<file path="src/rtl/mux_arbiter_if.sv">
// mux_arbiter_if: request/grant/select bundle between two requesters and the mux2 arbiter.
interface mux_arbiter_if;
    logic req0;
    logic req1;
    logic gnt0;
    logic gnt1;
    logic sel;
    logic busy;
    modport master (output req0, req1, input gnt0, gnt1, sel, busy);
    modport slave (input req0, req1, output gnt0, gnt1, sel, busy);
endinterface

</file>
<file path="src/rtl/mux_arbiter.sv">
// mux_arbiter: two-requester arbiter for a shared mux2 path with bounded hold and fair tie-break.
module mux_arbiter #(
    parameter int HOLD_MAX = 4
) (
    input  logic            clk,
    input  logic            rst,
    mux_arbiter_if.slave    bus
);
    typedef enum logic [1:0] {IDLE, OWN0, OWN1} state_t;
    localparam logic [3:0] LIM = 4'(HOLD_MAX - 1);
    state_t     r_state;
    state_t     w_nxt;
    logic [3:0] r_cnt;
    logic       r_last;
    logic       r_gnt0;
    logic       r_gnt1;
    logic       r_sel;
    logic       r_busy;
    logic       w_stay0;
    logic       w_stay1;
    always_comb begin
        w_stay0 = (r_state == OWN0) && bus.req0 && (!bus.req1 || r_cnt < LIM);
        w_stay1 = (r_state == OWN1) && bus.req1 && (!bus.req0 || r_cnt < LIM);
        // Ties from IDLE go to whoever did not own the path last.
        w_nxt = w_stay0 ? OWN0 :
                w_stay1 ? OWN1 :
                (r_state == OWN0) ? (bus.req1 ? OWN1 : IDLE) :
                (r_state == OWN1) ? (bus.req0 ? OWN0 : IDLE) :
                (bus.req0 && (!bus.req1 || r_last)) ? OWN0 :
                bus.req1 ? OWN1 : IDLE;
    end
    always_ff @(posedge clk or posedge rst) begin
        if (rst) begin
            r_state <= IDLE;
            r_cnt   <= '0;
            r_last  <= 1'b1;
            r_gnt0  <= 1'b0;
            r_gnt1  <= 1'b0;
            r_sel   <= 1'b0;
            r_busy  <= 1'b0;
        end else begin
            r_state <= w_nxt;
            r_cnt   <= (w_nxt == r_state && w_nxt != IDLE) ? ((r_cnt == LIM) ? r_cnt : r_cnt + 4'd1) : 4'd0;
            r_last  <= (w_nxt == OWN1) ? 1'b1 : (w_nxt == OWN0) ? 1'b0 : r_last;
            r_gnt0  <= w_nxt == OWN0;
            r_gnt1  <= w_nxt == OWN1;
            r_sel   <= (w_nxt == OWN1) ? 1'b1 : (w_nxt == OWN0) ? 1'b0 : r_sel;
            r_busy  <= w_nxt != IDLE;
        end
    end
    assign bus.gnt0 = r_gnt0;
    assign bus.gnt1 = r_gnt1;
    assign bus.sel  = r_sel;
    assign bus.busy = r_busy;
endmodule

</file>
<file path="src/flat_wrapper.sv">
// flat-port wrapper written by rule: the top's interface ports become plain ports
module mux_arbiter_flat 
#(
    parameter int HOLD_MAX = 4
)
  (clk, rst, bus_req0, bus_req1, bus_gnt0, bus_gnt1, bus_sel, bus_busy);
  mux_arbiter_if bus_i ();
  input  logic clk;
  input  logic rst;
  input wire logic [$bits(bus_i.req0)-1:0] bus_req0;
  input wire logic [$bits(bus_i.req1)-1:0] bus_req1;
  output wire logic [$bits(bus_i.gnt0)-1:0] bus_gnt0;
  output wire logic [$bits(bus_i.gnt1)-1:0] bus_gnt1;
  output wire logic [$bits(bus_i.sel)-1:0] bus_sel;
  output wire logic [$bits(bus_i.busy)-1:0] bus_busy;
  assign bus_i.req0 = bus_req0;
  assign bus_i.req1 = bus_req1;
  assign bus_gnt0 = bus_i.gnt0;
  assign bus_gnt1 = bus_i.gnt1;
  assign bus_sel = bus_i.sel;
  assign bus_busy = bus_i.busy;
  mux_arbiter #(.HOLD_MAX(HOLD_MAX)) u_core (.clk(clk), .rst(rst), .bus(bus_i));
endmodule
</file>
<file path="config.mk">
export PLATFORM = sky130hd
export DESIGN_NAME = mux_arbiter_flat
export DESIGN_NICKNAME = d
export VERILOG_FILES = /design/src/rtl/mux_arbiter_if.sv /design/src/rtl/mux_arbiter.sv /design/src/flat_wrapper.sv
export SDC_FILE = /design/constraint.sdc
export NUM_CORES = 1
export LEC_CHECK = 0
export ABC_AREA = 1
export CAP_MARGIN = 20
export CORE_AREA = 2 2 39 41
export CTS_CLUSTER_DIAMETER = 200
export DETAILED_ROUTE_END_ITERATION = 12
export DIE_AREA = 0 0 41 43
export GPL_ROUTABILITY_DRIVEN = 0
export PLACE_DENSITY = 0.65
export SYNTH_ARGS = -nofsm -noshare
export SYNTH_HDL_FRONTEND = slang
export SYNTH_SLANG_ARGS = --single-unit
export TNS_END_PERCENT = 100
</file>
<file path="constraint.sdc">
create_clock -name clk -period 2.35 [get_ports clk]
set_input_delay 0.47 -clock clk [delete_from_list [all_inputs] [get_ports clk]]
set_output_delay 0.47 -clock clk [all_outputs]
set_load 0.02 [all_outputs]
</file>
==> results of run 1 <==
-- power groups by stage --
stage | registers [W] | logic [W] | clock network (W)
after floorplan | 0.000330 | 0.000219 | 0
after global placement | 0.000294 | 0.000364 | 0
after detailed placement | 0.000297 | 0.000375 | 0
after CTS | 0.000294 | 0.000378 | 0.000137
after global routing | 0.000299 | 0.000418 | 0.000145
final | 0.000294 | 0.000373 | 0.000132
-- Yosys cell counts --
library cell   n
nand2_2        2
o21ai_0        3
nor2_2         1
xor2_1         1
a21oi_1        1
or2_2          1
nor2_1         2
nand4_1        2
ha_1           4
inv_1         13
nand3_1        8
dfstp_2        1
nor3_1         4
dfrtp_1       10
xnor2_1        1
mux2_2         1
nand2_1       12
-- worst max-delay path by stage --
stage                       to  slack [ns]  depth (start not counted)
6_report       u_core.r_cnt[0]        0.32                         11
5_1_grt        u_core.r_cnt[2]        0.16                         11
4_1_cts        u_core.r_cnt[0]        0.35                         11
3_5_place_dp   u_core.r_cnt[0]        0.06                         11
3_3_place_gp   u_core.r_cnt[2]        0.13                         11
2_1_floorplan  u_core.r_cnt[0]        0.66                         11
-- cell families (layout without fill, tap and decap cells) --
family	after synthesis	in the layout	share of synthesized area, %
AO/OA/AOI/OAI	4	4	3.48
XOR/XNOR	2	2	3.05
adder cells (fa/ha/maj)	4	4	8.71
buffers and inverters	13	24	8.50
flip-flops	11	11	48.1
multiplexers	1	1	1.96
AND/OR/NAND/NOR	32	32	26.1
-- metal layers --
layer,GRT usage [%],vias up,wire [um]
li1,-,233,-
met5,0,-,0
met4,12.0,0,24
met1,15.1,220,417
met2,25.3,14,563
met3,3.14,4,34
-- state kept, by name (all words and copies together) (netlist names) --
signal	flops
u_core.r_last	1
u_core.bus.sel	1
u_core.bus.gnt1	1
u_core.bus.gnt0	1
u_core.bus.busy	1
u_core.r_cnt	4
u_core.r_state	2
-- metrics by stage --
step | area [um2] | power (W) | setup WS, ns
CTS | 691 | 0.000808 | 0.347
finish | 691 | 0.000798 | 0.319
global placement | 664 | 0.000659 | 0.130
detailed placement | 664 | 0.000673 | 0.0580
floorplan | 574 | 0.000549 | 0.665
global route | 691 | 0.000862 | 0.157
-- worst max-delay path, stage by stage --
cell,delay (ns)
clkdlybuf4s50_1,0.46
inv_1,0.10
nor2_1,0.04
a21oi_1,0.18
nand3_1,0.13
nand2_1,0.12
inv_1,0.07
ha_1,0.19
inv_1,0.07
nand3_1,0.16
nor3_1,0.21
-- area by class of cell --
class	instances	area, um2	area share, %
Multi-Input combinational cell	43	249	36.1
Sequential cell	11	277	40.0
Clock buffer	4	26.3	3.80
Tap cell	16	20.0	2.90
Timing Repair Buffer	7	70.1	10.1
Inverter	13	48.8	7.07
==> flow_summary.toml, run 1 <==
[finish]
postLayoutCoreUtil_pct = 49.9
nNetsFinal = 87
layout-drive-gt1-share_pct = 11.5
fillCellCount = 131
syn_to_final_growth_pct = 20.3
antennaDiodeCount = 0
final_cell_count_no_fill = 94
most-common-layout-cells = "13 x inv_1, 12 x nand2_1, 10 x dfrtp_1"
final_common_cell = "inv_1"

[clocking]
clk_pin_slew_ns = 0.07
htree_num_levels = 1
cts_tree = "done"
numCtsBuffers = 3
hold_buffers = 0
clockBufferDepth = 2
cts-root-buf = "clkbuf_4"
clock_sinks = 11
clock_latency_ns = 0.28
postCtsSetupBuffers = 0
ctsResizeCount = 0

[routing]
drc = 0
routedWlPerCell_um = 11.1
route.vias.total = 471
routed_wl_um = 1040
ant_nets = 0
viasPerCell = 5.01
drt-pass1-iter-count = 4
drtIter0Drc = 9

[yosys]
syn_area_per_cell_um2 = 8.57
ys_types = 17
synth.top_cell.area_share_pct = 43.6
yosysSeqAreaShare_pct = 48.1
synth_top_cell_by_area = "dfrtp_1"
syn_area_um2 = 574
synth-seq-cells = 11
syn_nets = 75
syn_inst = 67
yosys_warnings = 0
synth.area.top_cells = "dfrtp_1 44%, ha_1 8.7%, inv_1 8.5%, nand2_1 7.8%, nand3_1 7.0%"

[die]
rows = 14
start_util_pct = 41.5
io_pins = 8
coreArea_um2 = 1380
dieArea_um2 = 1760
fp.dieW_um = 41
fp.dieH_um = 43

[sta]
max_slew_margin_pct = 72.9
tightestPinTransition_ns = 0.406
fmax_mhz = 492
finalCritPeriodShare_pct = 86.4
finalSetupViolations = 0
hold_viol = 0
fin_hold_ws_ns = 0.475
rsz0062_at_grt = "false"
fin_skew_ns = 0.00194
fin_crit_ns = 2.03
slew_violations = 0
setup_tns_ns = 0

[power_and_ir_drop]
pwr-share-clk_pct = 16.5
p_switching_w = 0.000327
peakVddDrop_v = 0.000614
p_sw_share_pct = 40.9
power-per-cell-area_nw_per_um2 = 1160
p_leak_nw = 0.342
pwr-share-comb_pct = 46.7
cell_internal_pwr_w = 0.000472
p_seq_share_pct = 36.8

[global_routing]
grt_max_degree = 12
grt.total_usage_pct = 15.3
antenna_found_initial = 0
grt_pass1_vias = 473
overflow = 0
grt_pass1_wl_um = 1740

[setup_path]
critPathMaxFanout = 4
cp.required_ns = 2.54
start_kind = "primary input"
crit_arrival_ns = 2.22
critPathLaunch = "bus_req1"
rrSetupSlack_ns = 0.37
r2r-end = "u_core.r_cnt[0]"
cp-end-kind = "flip-flop"
timing.rr.start = "u_core.r_cnt[0]"
reg2reg_depth = 11
path_class = "primary input to flip-flop"

[job]
drv_cap = 0

[placed_design]
dpl.cell_count = 90
io_buffer_count = 7
dp_hpwl_um = 794

[hold_path]
hold_path.class = "primary input to async pin"

[run_status]
status = "finished clean"
(Power assumes the default switching activity.)
==> inputs of run 2 (changes only) <==
--- a/config.mk
+++ b/config.mk
@@ -12,7 +12,7 @@
 export DETAILED_ROUTE_END_ITERATION = 12
 export DIE_AREA = 0 0 41 43
 export GPL_ROUTABILITY_DRIVEN = 0
-export PLACE_DENSITY = 0.65
+export PLACE_DENSITY = 0.68
 export SYNTH_ARGS = -nofsm -noshare
 export SYNTH_HDL_FRONTEND = slang
 export SYNTH_SLANG_ARGS = --single-unit
==> constraint.sdc (replaced) <==
create_clock -name clk -period 1.8 [get_ports clk]
set_input_delay 0.36 -clock clk [delete_from_list [all_inputs] [get_ports clk]]
set_output_delay 0.36 -clock clk [all_outputs]
set_load 0.02 [all_outputs]
==> flow_summary.toml, run 2 (same netlist as run 1, synthesis figures left out) <==
[power_and_ir_drop]
power-per-cell-area_nw_per_um2 = 1600
peakVddDrop_v = 0.000881
p_leak_nw = 0.400

[die]
coreArea_um2 = 1380
start_util_pct = 41.5
fp.dieW_um = 41
io_pins = 8
fp.dieH_um = 43
dieArea_um2 = 1760
rows = 14

[setup_path]
reg2reg_depth = 11
cp.required_ns = 1.99
cp-end-kind = "flip-flop"
crit_arrival_ns = 1.89
path_class = "primary input to flip-flop"
start_kind = "primary input"
critPathMaxFanout = 3

[finish]
multi_input_area_um2 = 320
final_cell_count_no_fill = 105
design_area_um2 = 847
top_register = "u_core.r_cnt"
syn_to_final_growth_pct = 47.5
layout-drive-gt1-share_pct = 39.3
largestRegisters = "u_core.r_cnt x4, u_core.r_state x2"
most-common-layout-cells = "11 x buf_4, 10 x inv_1, 10 x dfrtp_1"
final_common_cell = "buf_4"
nNetsFinal = 98
seqCellArea_um2 = 277
largest_reg_flops = 4
fillCellCount = 128
antennaDiodeCount = 0

[clocking]
numCtsBuffers = 3
clockBufferDepth = 2
clk_pin_slew_ns = 0.07
htree_num_levels = 1
clock_latency_ns = 0.27
cts-root-buf = "clkbuf_4"
cts_tree = "done"
clock_sinks = 11

[routing]
viasPerCell = 4.72
drtIter0Drc = 1
ant_nets = 0
route.vias.total = 496
drt-pass1-iter-count = 3
routed_wl_um = 1090
drc = 0
routedWlPerCell_um = 10.4

[global_routing]
overflow = 0
grt_max_degree = 12
grt_use_met2_pct = 24.4
gr-usage-met3_pct = 3.66
use_met1_pct = 15.3
antenna_found_initial = 0
busiest_layer = "met2"
grt.total_usage_pct = 14.9
grt_pass1_vias = 495
grt_pass1_wl_um = 1740

[sta]
fin_skew_ns = 0.00187
hold_viol = 0
max_slew_margin_pct = 73.7
finalCritPeriodShare_pct = 94.7
finalSetupViolations = 0
slew_violations = 0
tightestPinTransition_ns = 0.393
fmax_mhz = 587
fin_crit_ns = 1.70

[run_status]
status = "finished clean"

[job]
drv_cap = 0

[placed_design]
dp_hpwl_um = 821
io_buffer_count = 7
dpl-instance-area_um2 = 739
dpl.cell_count = 100

[hold_path]
hold_path.class = "primary input to async pin"
run 2: cell count changes in the layout (fill, tap and decap cells not counted), moves of 2 or more:
cell	change
nor3_1	-4
inv_2	+2
inv_1	-3
nor3_2	+4
nand2_1	-3
ha_4	+2
nand2_2	+3
ha_1	-3
buf_4	+11
run 2: stage by stage:
step / setup WS, ns / power [W] / hold slack [ns] / setup TNS [ns] / utilization, %
2_1_floorplan: 0.115 / 0.000716 / 0.212 / 0 / -
6_report: 0.0960 / 0.00136 / 0.370 / 0 / 61.2
3_3_place_gp: -0.235 / 0.000991 / 0.499 / -1.42 / 53.4
3_5_place_dp: -0.270 / 0.00101 / 0.490 / -1.60 / 53.4
4_1_cts: 0.00837 / 0.00121 / 0.387 / 0 / 56.4
5_1_grt: -0.0136 / 0.00146 / 0.434 / -0.0390 / 61.2
run 2: layer usage:
| layer | wire length (um) | part of all wire (%) |
|---|---|---|
| met5 | 0 | 0 |
| met4 | 24 | 2.2 |
| met1 | 443 | 41 |
| met3 | 22 | 2.0 |
| met2 | 597 | 55 |
run 2: critical path, stage by stage:
cell             delay, ns
clkdlybuf4s50_1       0.51
buf_4                 0.13
nand2_1               0.05
nand3_1               0.06
nand3_1               0.09
nand2_1               0.11
nand2_2               0.08
buf_4                 0.14
inv_1                 0.10
ha_4                  0.15
nand2_2               0.05
o21ai_0               0.07
run 2: final timing paths:
kind                       slack [ns]              end       startpoint
max                               0.1   u_core.bus.sel         bus_req1
max in group asynchronous        1.11    u_core.r_last              rst
min                              0.37  u_core.r_cnt[0]              rst
max reg2reg                       0.1   u_core.bus.sel  u_core.r_cnt[1]
min in group clk                 0.50    u_core.r_last    u_core.r_last
min reg2reg                      0.50    u_core.r_last    u_core.r_last
run 2: repair_timing:
item | CTS | global route
setup endpoints to repair | 4 | 7
hold buffers | 0 | 0
resized for setup | 4 | 14
buffers inserted | 0 | 1
pin swaps | 3 | 6
run 2: where the power goes:
group | switching, W | internal [W] | total, W | leakage, nW
logic | 0.000415 | 0.000393 | 0.000809 | 0.244
clock network | 0.0000799 | 0.0000858 | 0.000166 | 0.0150
registers | 0.0000438 | 0.000338 | 0.000381 | 0.141
total | 0.000539 | 0.000817 | 0.00136 | 0.400
run 2: final cells by class:
cell class	instances	share of cell area [%]
clock buffer	4	3.10
inverter	13	6.06
multi-input combinational	43	37.8
sequential	11	32.6
tap	16	2.36
timing repair buffer	18	18.0
